## config.mk

```make
export PLATFORM = sky130hd
export DESIGN_NAME = timer_counter
export DESIGN_NICKNAME = d
export VERILOG_FILES = /design/src/rtl/timer_pkg.sv /design/src/rtl/tick_prescaler.sv /design/src/rtl/timer_counter.sv
export SDC_FILE = /design/constraint.sdc
export NUM_CORES = 1
export LEC_CHECK = 0
export CAP_MARGIN = 20
export CELL_PAD_IN_SITES_DETAIL_PLACEMENT = 2
export CELL_PAD_IN_SITES_GLOBAL_PLACEMENT = 2
export CORE_MARGIN = 10
export CORE_UTILIZATION = 36
export CTS_CLUSTER_SIZE = 40
export DETAILED_ROUTE_END_ITERATION = 6
export GPL_TIMING_DRIVEN = 0
export PLACE_DENSITY_LB_ADDON = 0.1
export REMOVE_ABC_BUFFERS = 1
export SYNTH_ARGS = -nofsm -noshare
export SYNTH_HDL_FRONTEND = slang
export SYNTH_HIERARCHICAL = 1
export SYNTH_SLANG_ARGS = --single-unit
```

## constraint.sdc

```tcl
create_clock -name clk -period 4 [get_ports clk]
set_input_delay 0.8 -clock clk [delete_from_list [all_inputs] [get_ports clk]]
set_output_delay 0.8 -clock clk [all_outputs]
set_load 0.005 [all_outputs]
```

## src/rtl/timer_pkg.sv

```systemverilog
// rtl/timer_pkg.sv - shared state encoding, field limit and BCD helper for timer_counter
package timer_pkg;

  typedef enum logic [2:0] {
    ST_IDLE    = 3'd0,
    ST_SET     = 3'd1,
    ST_RUN     = 3'd2,
    ST_HOLD    = 3'd3,
    ST_EXPIRED = 3'd4
  } state_t;

  // Wrap limit shared by the minutes and seconds fields.
  localparam logic [5:0] MAX_VAL = 6'd59;

  // Two-digit BCD {tens,ones} for a 0..59 binary field.
  function automatic logic [7:0] bin2bcd(input logic [5:0] v);
    logic [3:0] tens;
    logic [3:0] ones;
    if (v >= 6'd50) begin
      tens = 4'd5;
      ones = 4'(v - 6'd50);
    end else if (v >= 6'd40) begin
      tens = 4'd4;
      ones = 4'(v - 6'd40);
    end else if (v >= 6'd30) begin
      tens = 4'd3;
      ones = 4'(v - 6'd30);
    end else if (v >= 6'd20) begin
      tens = 4'd2;
      ones = 4'(v - 6'd20);
    end else if (v >= 6'd10) begin
      tens = 4'd1;
      ones = 4'(v - 6'd10);
    end else begin
      tens = 4'd0;
      ones = v[3:0];
    end
    return {tens, ones};
  endfunction

endpackage

```

## src/rtl/tick_prescaler.sv

```systemverilog
// rtl/tick_prescaler.sv - divides clk down to a one-cycle tick every TICK_DIV running cycles
// Ports: clk; run (advance count); clear (force count to 0, wins over run);
//        tick (high in the cycle the count sits at TICK_DIV-1 while running).
module tick_prescaler #(
  parameter int TICK_DIV = 100000000
) (
  input  logic clk,
  input  logic run,
  input  logic clear,
  output logic tick
);

  localparam int            CW   = (TICK_DIV > 1) ? $clog2(TICK_DIV) : 1;
  localparam logic [CW-1:0] LAST = CW'(TICK_DIV - 1);

  logic [CW-1:0] r_count;

  assign tick = run && (r_count == LAST);

  // Count is only frozen (not cleared) when run drops, so a partial
  // second survives a pause.
  always_ff @(posedge clk) begin
    if (clear) begin
      r_count <= '0;
    end else if (run) begin
      r_count <= tick ? '0 : r_count + 1'b1;
    end
  end

endmodule

```

## src/rtl/timer_counter.sv

```systemverilog
// rtl/timer_counter.sv - minutes:seconds set / count-down datapath with BCD outputs
// Optional feature macro: TIMER_BEEP_EN (adds beep output).
// Ports: clk, reset (sync, active high); enable_counter, forward, reset_timer from
//        the control FSM; seg_demand / min_demand increment levels (edge-detected);
//        sec_bcd / min_bcd registered BCD time; tick, done one-cycle pulses;
//        expired level; beep (only with TIMER_BEEP_EN).
module timer_counter
  import timer_pkg::*;
#(
  parameter int TICK_DIV = 100000000
) (
  input  logic       clk,
  input  logic       reset,
  input  logic       enable_counter,
  input  logic       forward,
  input  logic       reset_timer,
  input  logic       seg_demand,
  input  logic       min_demand,
  output logic [7:0] sec_bcd,
  output logic [7:0] min_bcd,
  output logic       tick,
  output logic       done,
  output logic       expired
`ifdef TIMER_BEEP_EN
  ,
  output logic       beep
`endif
);

  state_t     r_state;
  state_t     w_state_nxt;
  logic [5:0] r_sec;
  logic [5:0] r_min;
  logic       r_seg_dem_q;
  logic       r_min_dem_q;
  logic       r_expired;

  logic       w_time_zero;
  logic       w_set;
  logic       w_run;
  logic       w_inc_sec;
  logic       w_inc_min;
  logic       w_pre_run;
  logic       w_pre_clear;
  logic       w_ptick;

`ifdef TIMER_BEEP_EN
  logic       r_beep;
  logic [1:0] r_beep_ticks;
  logic       w_beep_kill;
  logic       w_beep_end;
`endif

  assign w_time_zero = (r_sec == 6'd0) && (r_min == 6'd0);

  // State register.
  always_ff @(posedge clk) begin
    if (reset) begin
      r_state <= ST_IDLE;
    end else begin
      r_state <= w_state_nxt;
    end
  end

  // Next state. The mode is decided from this cycle's inputs and also governs
  // this cycle's action, so the datapath reacts without a cycle of lag.
  always_comb begin
    w_state_nxt = r_state;
    if (reset_timer) begin
      w_state_nxt = ST_IDLE;
    end else if (enable_counter && forward) begin
      w_state_nxt = ST_SET;
    end else if (enable_counter) begin
      w_state_nxt = w_time_zero ? ST_EXPIRED : ST_RUN;
    end else if (!w_time_zero) begin
      w_state_nxt = ST_HOLD;
    end else if (r_state == ST_EXPIRED) begin
      w_state_nxt = ST_EXPIRED;
    end else begin
      w_state_nxt = ST_IDLE;
    end
  end

  // Per-cycle actions decoded from the chosen mode.
  always_comb begin
    w_set     = (w_state_nxt == ST_SET);
    w_run     = (w_state_nxt == ST_RUN);
    // Edge detectors update in every mode; only SET consumes the edges.
    w_inc_sec = w_set && seg_demand && !r_seg_dem_q;
    w_inc_min = w_set && min_demand && !r_min_dem_q;
    tick      = w_ptick && w_run;
    // Only a decrement from 00:01 lands on 00:00.
    done      = tick && (r_min == 6'd0) && (r_sec == 6'd1);
  end

`ifdef TIMER_BEEP_EN
  assign w_pre_run   = w_run || (r_beep && (w_state_nxt == ST_EXPIRED));
`else
  assign w_pre_run   = w_run;
`endif
  assign w_pre_clear = reset || reset_timer || w_set;

  tick_prescaler #(
    .TICK_DIV(TICK_DIV)
  ) u_prescaler (
    .clk  (clk),
    .run  (w_pre_run),
    .clear(w_pre_clear),
    .tick (w_ptick)
  );

  always_ff @(posedge clk) begin
    if (reset) begin
      r_sec       <= 6'd0;
      r_min       <= 6'd0;
      r_seg_dem_q <= 1'b0;
      r_min_dem_q <= 1'b0;
      r_expired   <= 1'b0;
      sec_bcd     <= 8'h00;
      min_bcd     <= 8'h00;
    end else begin
      r_seg_dem_q <= seg_demand;
      r_min_dem_q <= min_demand;
      sec_bcd     <= bin2bcd(r_sec);
      min_bcd     <= bin2bcd(r_min);
      if (reset_timer) begin
        r_sec     <= 6'd0;
        r_min     <= 6'd0;
        r_expired <= 1'b0;
      end else if (w_set) begin
        if (w_inc_sec) begin
          r_sec <= (r_sec == MAX_VAL) ? 6'd0 : r_sec + 6'd1;
        end
        if (w_inc_min) begin
          r_min <= (r_min == MAX_VAL) ? 6'd0 : r_min + 6'd1;
        end
        if (w_inc_sec || w_inc_min) begin
          r_expired <= 1'b0;
        end
      end else if (tick) begin
        if (r_sec != 6'd0) begin
          r_sec <= r_sec - 6'd1;
        end else if (r_min != 6'd0) begin
          r_min <= r_min - 6'd1;
          r_sec <= MAX_VAL;
        end
        if (done) begin
          r_expired <= 1'b1;
        end
      end
    end
  end

  assign expired = r_expired;

`ifdef TIMER_BEEP_EN
  // Beep spans the done cycle plus the following three prescaler periods,
  // minus the final tick cycle, i.e. 3*TICK_DIV cycles in total.
  assign w_beep_kill = reset_timer || w_set;
  assign w_beep_end  = r_beep && w_ptick && (r_beep_ticks == 2'd0);
  assign beep        = !w_beep_kill && (done || (r_beep && !w_beep_end));

  always_ff @(posedge clk) begin
    if (reset) begin
      r_beep       <= 1'b0;
      r_beep_ticks <= 2'd0;
    end else if (w_beep_kill) begin
      r_beep       <= 1'b0;
      r_beep_ticks <= 2'd0;
    end else if (done) begin
      r_beep       <= 1'b1;
      r_beep_ticks <= 2'd2;
    end else if (r_beep && w_ptick) begin
      if (r_beep_ticks == 2'd0) begin
        r_beep <= 1'b0;
      end else begin
        r_beep_ticks <= r_beep_ticks - 2'd1;
      end
    end
  end
`endif

endmodule
```

==> results.ini <==
[critical_path]
cp_common_cell = and3_4
worstPathCellList = clkdlybuf4s15_1 -> nor2b_1 -> nor3b_4 -> and3_4 -> nand3_4 -> nor3_2 -> and4bb_2 -> and3_4 -> clkdlybuf4s50_1
cp-start-kind = input pin
end_kind = output pin
cp.arrival_ps = 3040
worst-path-buf-inv = 2
crit_fanout = 5
slowest_delay_ps = 500
cp.required_ps = 3200
cp_slowest_cell = clkdlybuf4s50_1
critPathKind = input pin to output pin
cp_top_family = simple AND/OR/NAND/NOR gates

[status]
status = complete, no violations

[pwr]
p_leak_nw = 1.58
p_per_area_nw_per_um2 = 224
total_power_w = 0.000981
seq_power_share_pct = 57.1
p_sw_share_pct = 27.2
combPwrFrac_pct = 8.6
peakVddDrop_uv = 157
internal_power_w = 0.000714
p_sw_w = 0.000267
pwr-share-clk_pct = 34.3

[sta]
final.setup.worst_slack_ps = 163
finalCritPeriodShare_pct = 95.9
finalHoldViolations = 0
worst_pin_slew_ps = 915
relSlewSlack_pct = 38.8
post-route-min-period_ps = 3840
max_freq_mhz = 261
maxSlewViolCount = 0
finalSetupViolCount = 0
whs_ps = 492
skew_ps = 9.39
tns_ps = 0

[detailed_routing]
vias = 3566
drc = 0
drt_iter0_drc = 246
vias_per_cell = 5.79
routedWlPerCell_um = 19.7
first_pass_iters = 4
drtAntennaViolNets = 0
drt-total-wl_mm = 12.1

[floorplan]
initial_core_util_pct = 37.4
die_y_um = 121
dieWidth_um = 121
fp.dieArea_um2 = 14700
io_pins = 26
coreArea_um2 = 9860
placementRows = 36

[clock_network]
cts_max_level = 2
clock_latency_ps = 320
ctsHoldBuffers = 0
path_clk_slew_ps = 110
cts_tree = built
cts-buffers-inserted = 5
cts_sinks = 56
cts.path.max_buffers = 2
cts-root-buf = clkbuf_8

[global_routing]
top_usage_layer = met2
use_met2_pct = 29.4
antenna_found_initial = 0
use_met1_pct = 20.0
grt_pass1_wl_mm = 19.9
grtUsageMet3_pct = 2.28
track_usage_pct = 16.2
grt_start_max_net_pins = 23
grt-ovfl-total = 0
grt_pass1_vias = 3756

[synth]
synth_edf_count = 0
syn-cell-area_um2 = 3690
ys_ff_latch = 56
syn-instance-count = 446
synth_flop_cell = dfxtp_1
synth_top_area_share_pct = 30.4
yosys-top-cells-count = dfxtp_1, a21oi_1, nor2_1
ys_seq_area_share_pct = 30.4
ys_top_cells_by_area = dfxtp_1, ha_1, a21oi_1
synth-warning-count = 6
async_flop_share_pct = 0
postSynthAreaPerCell_um2 = 8.27
synth_most_common_cell = dfxtp_1
yosys.area.top_type = dfxtp_1
ys_types = 74

[finish]
diodes = 0
fillerInstances = 1072
fin_nets = 515
post-route-util_pct = 44.5
drive_gt1_share_pct = 17.6
syn_to_final_growth_pct = 18.9

[placement]
io_buffers = 23
place_congestion = 0.788
dp.final_hpwl_mm = 8.25
preCtsSetupSlack_ps = -1090

[hold_path]
hold_path.class = register to register

[job]
maxCapViolations = 0

[power groups by stage]
stage / sequential [W] / combinational [W] / clock (W)
after CTS: 0.000561 / 0.0000812 / 0.000349
after global routing: 0.000561 / 0.0000923 / 0.000381
final: 0.000560 / 0.0000842 / 0.000336
after floorplan: 0.000578 / 0.0000430 / 0
after detailed placement: 0.000579 / 0.0000761 / 0
after global placement: 0.000579 / 0.0000718 / 0
[kinds of logic after synthesis]
family | share of synthesized area (%)
compound gates | 22.5
other cells | 0.102
simple gates | 28.2
flops | 30.4
buf+inv | 5.60
xor+xnor | 3.56
mux | 0.814
fa+ha+maj | 8.82
[layout make-up]
class / count / area (um^2) / share of cell area, %
sequential: 56 / 1150 / 26.3
tap: 133 / 166 / 3.79
timing repair buffer: 49 / 429 / 9.79
inverter: 21 / 97.6 / 2.23
clock inverter: 3 / 21.3 / 0.485
clock buffer: 5 / 68.8 / 1.57
multi-input combinational: 349 / 2450 / 55.8
[sequential cells by signal, summed over array words and instances (netlist names)]
| signal | count |
|---|---|
| r_seg_dem_q | 1 |
| min_bcd | 7 |
| r_min | 6 |
| r_sec | 6 |
| expired | 1 |
| u_prescaler/r_count | 27 |
| sec_bcd | 7 |
| r_min_dem_q | 1 |
[worst paths after layout]
kind                                                to  cells after the start                            startpoint  slack, ps
setup / recovery                                  done                      9                        enable_counter        160
hold reg to reg   u_prescaler/r_count[23]$_SDFFE_PP0P_                      2  u_prescaler/r_count[23]$_SDFFE_PP0P_        490
setup reg to reg                 r_min[0]$_SDFFE_PP0P_                     14                 r_min[3]$_SDFFE_PP0P_        930
hold / removal    u_prescaler/r_count[23]$_SDFFE_PP0P_                      2  u_prescaler/r_count[23]$_SDFFE_PP0P_        490
[tightest hold or removal path, delay by kind of cell (launching register included)]
kind	cells	cell delay, ps
AO/OA/AOI/OAI	2	110
flip-flops	1	340
[routing by layer]
layer / vias up / wire length [um]
li1: 1707 / -
met1: 1824 / 5560
met2: 31 / 6360
met3: 4 / 164
met4: 0 / 61
met5: - / 0
[placed cells by master (no fill, tap or decap), types with 9 or more instances in the layout]
cell and instances:
clkdlybuf4s50_1 19, nand2_1 37, a21oi_1 43, inv_1 15, nand4_1 9, xnor2_1 10, buf_4 25, nand3_1 14
nor2_1 43, dfxtp_1 45, ha_1 22, or3_1 9, o21ai_0 20
[stage by stage]
stage               cell area, um^2  cells
detailed placement             3980    583
global placement               3960    582
floorplan                      3560    426
finish                         4390    616
global route                   4390    616
CTS                            4240    600
[repair_timing]
action | CTS | global route
cloned | 0 | 0
gates resized for setup | 37 | 8
setup buffers | 9 | 16
pin swaps | 3 | 2
setup endpoints to repair | 29 | 2
No activity file was read; power rests on OpenSTA's default activity.
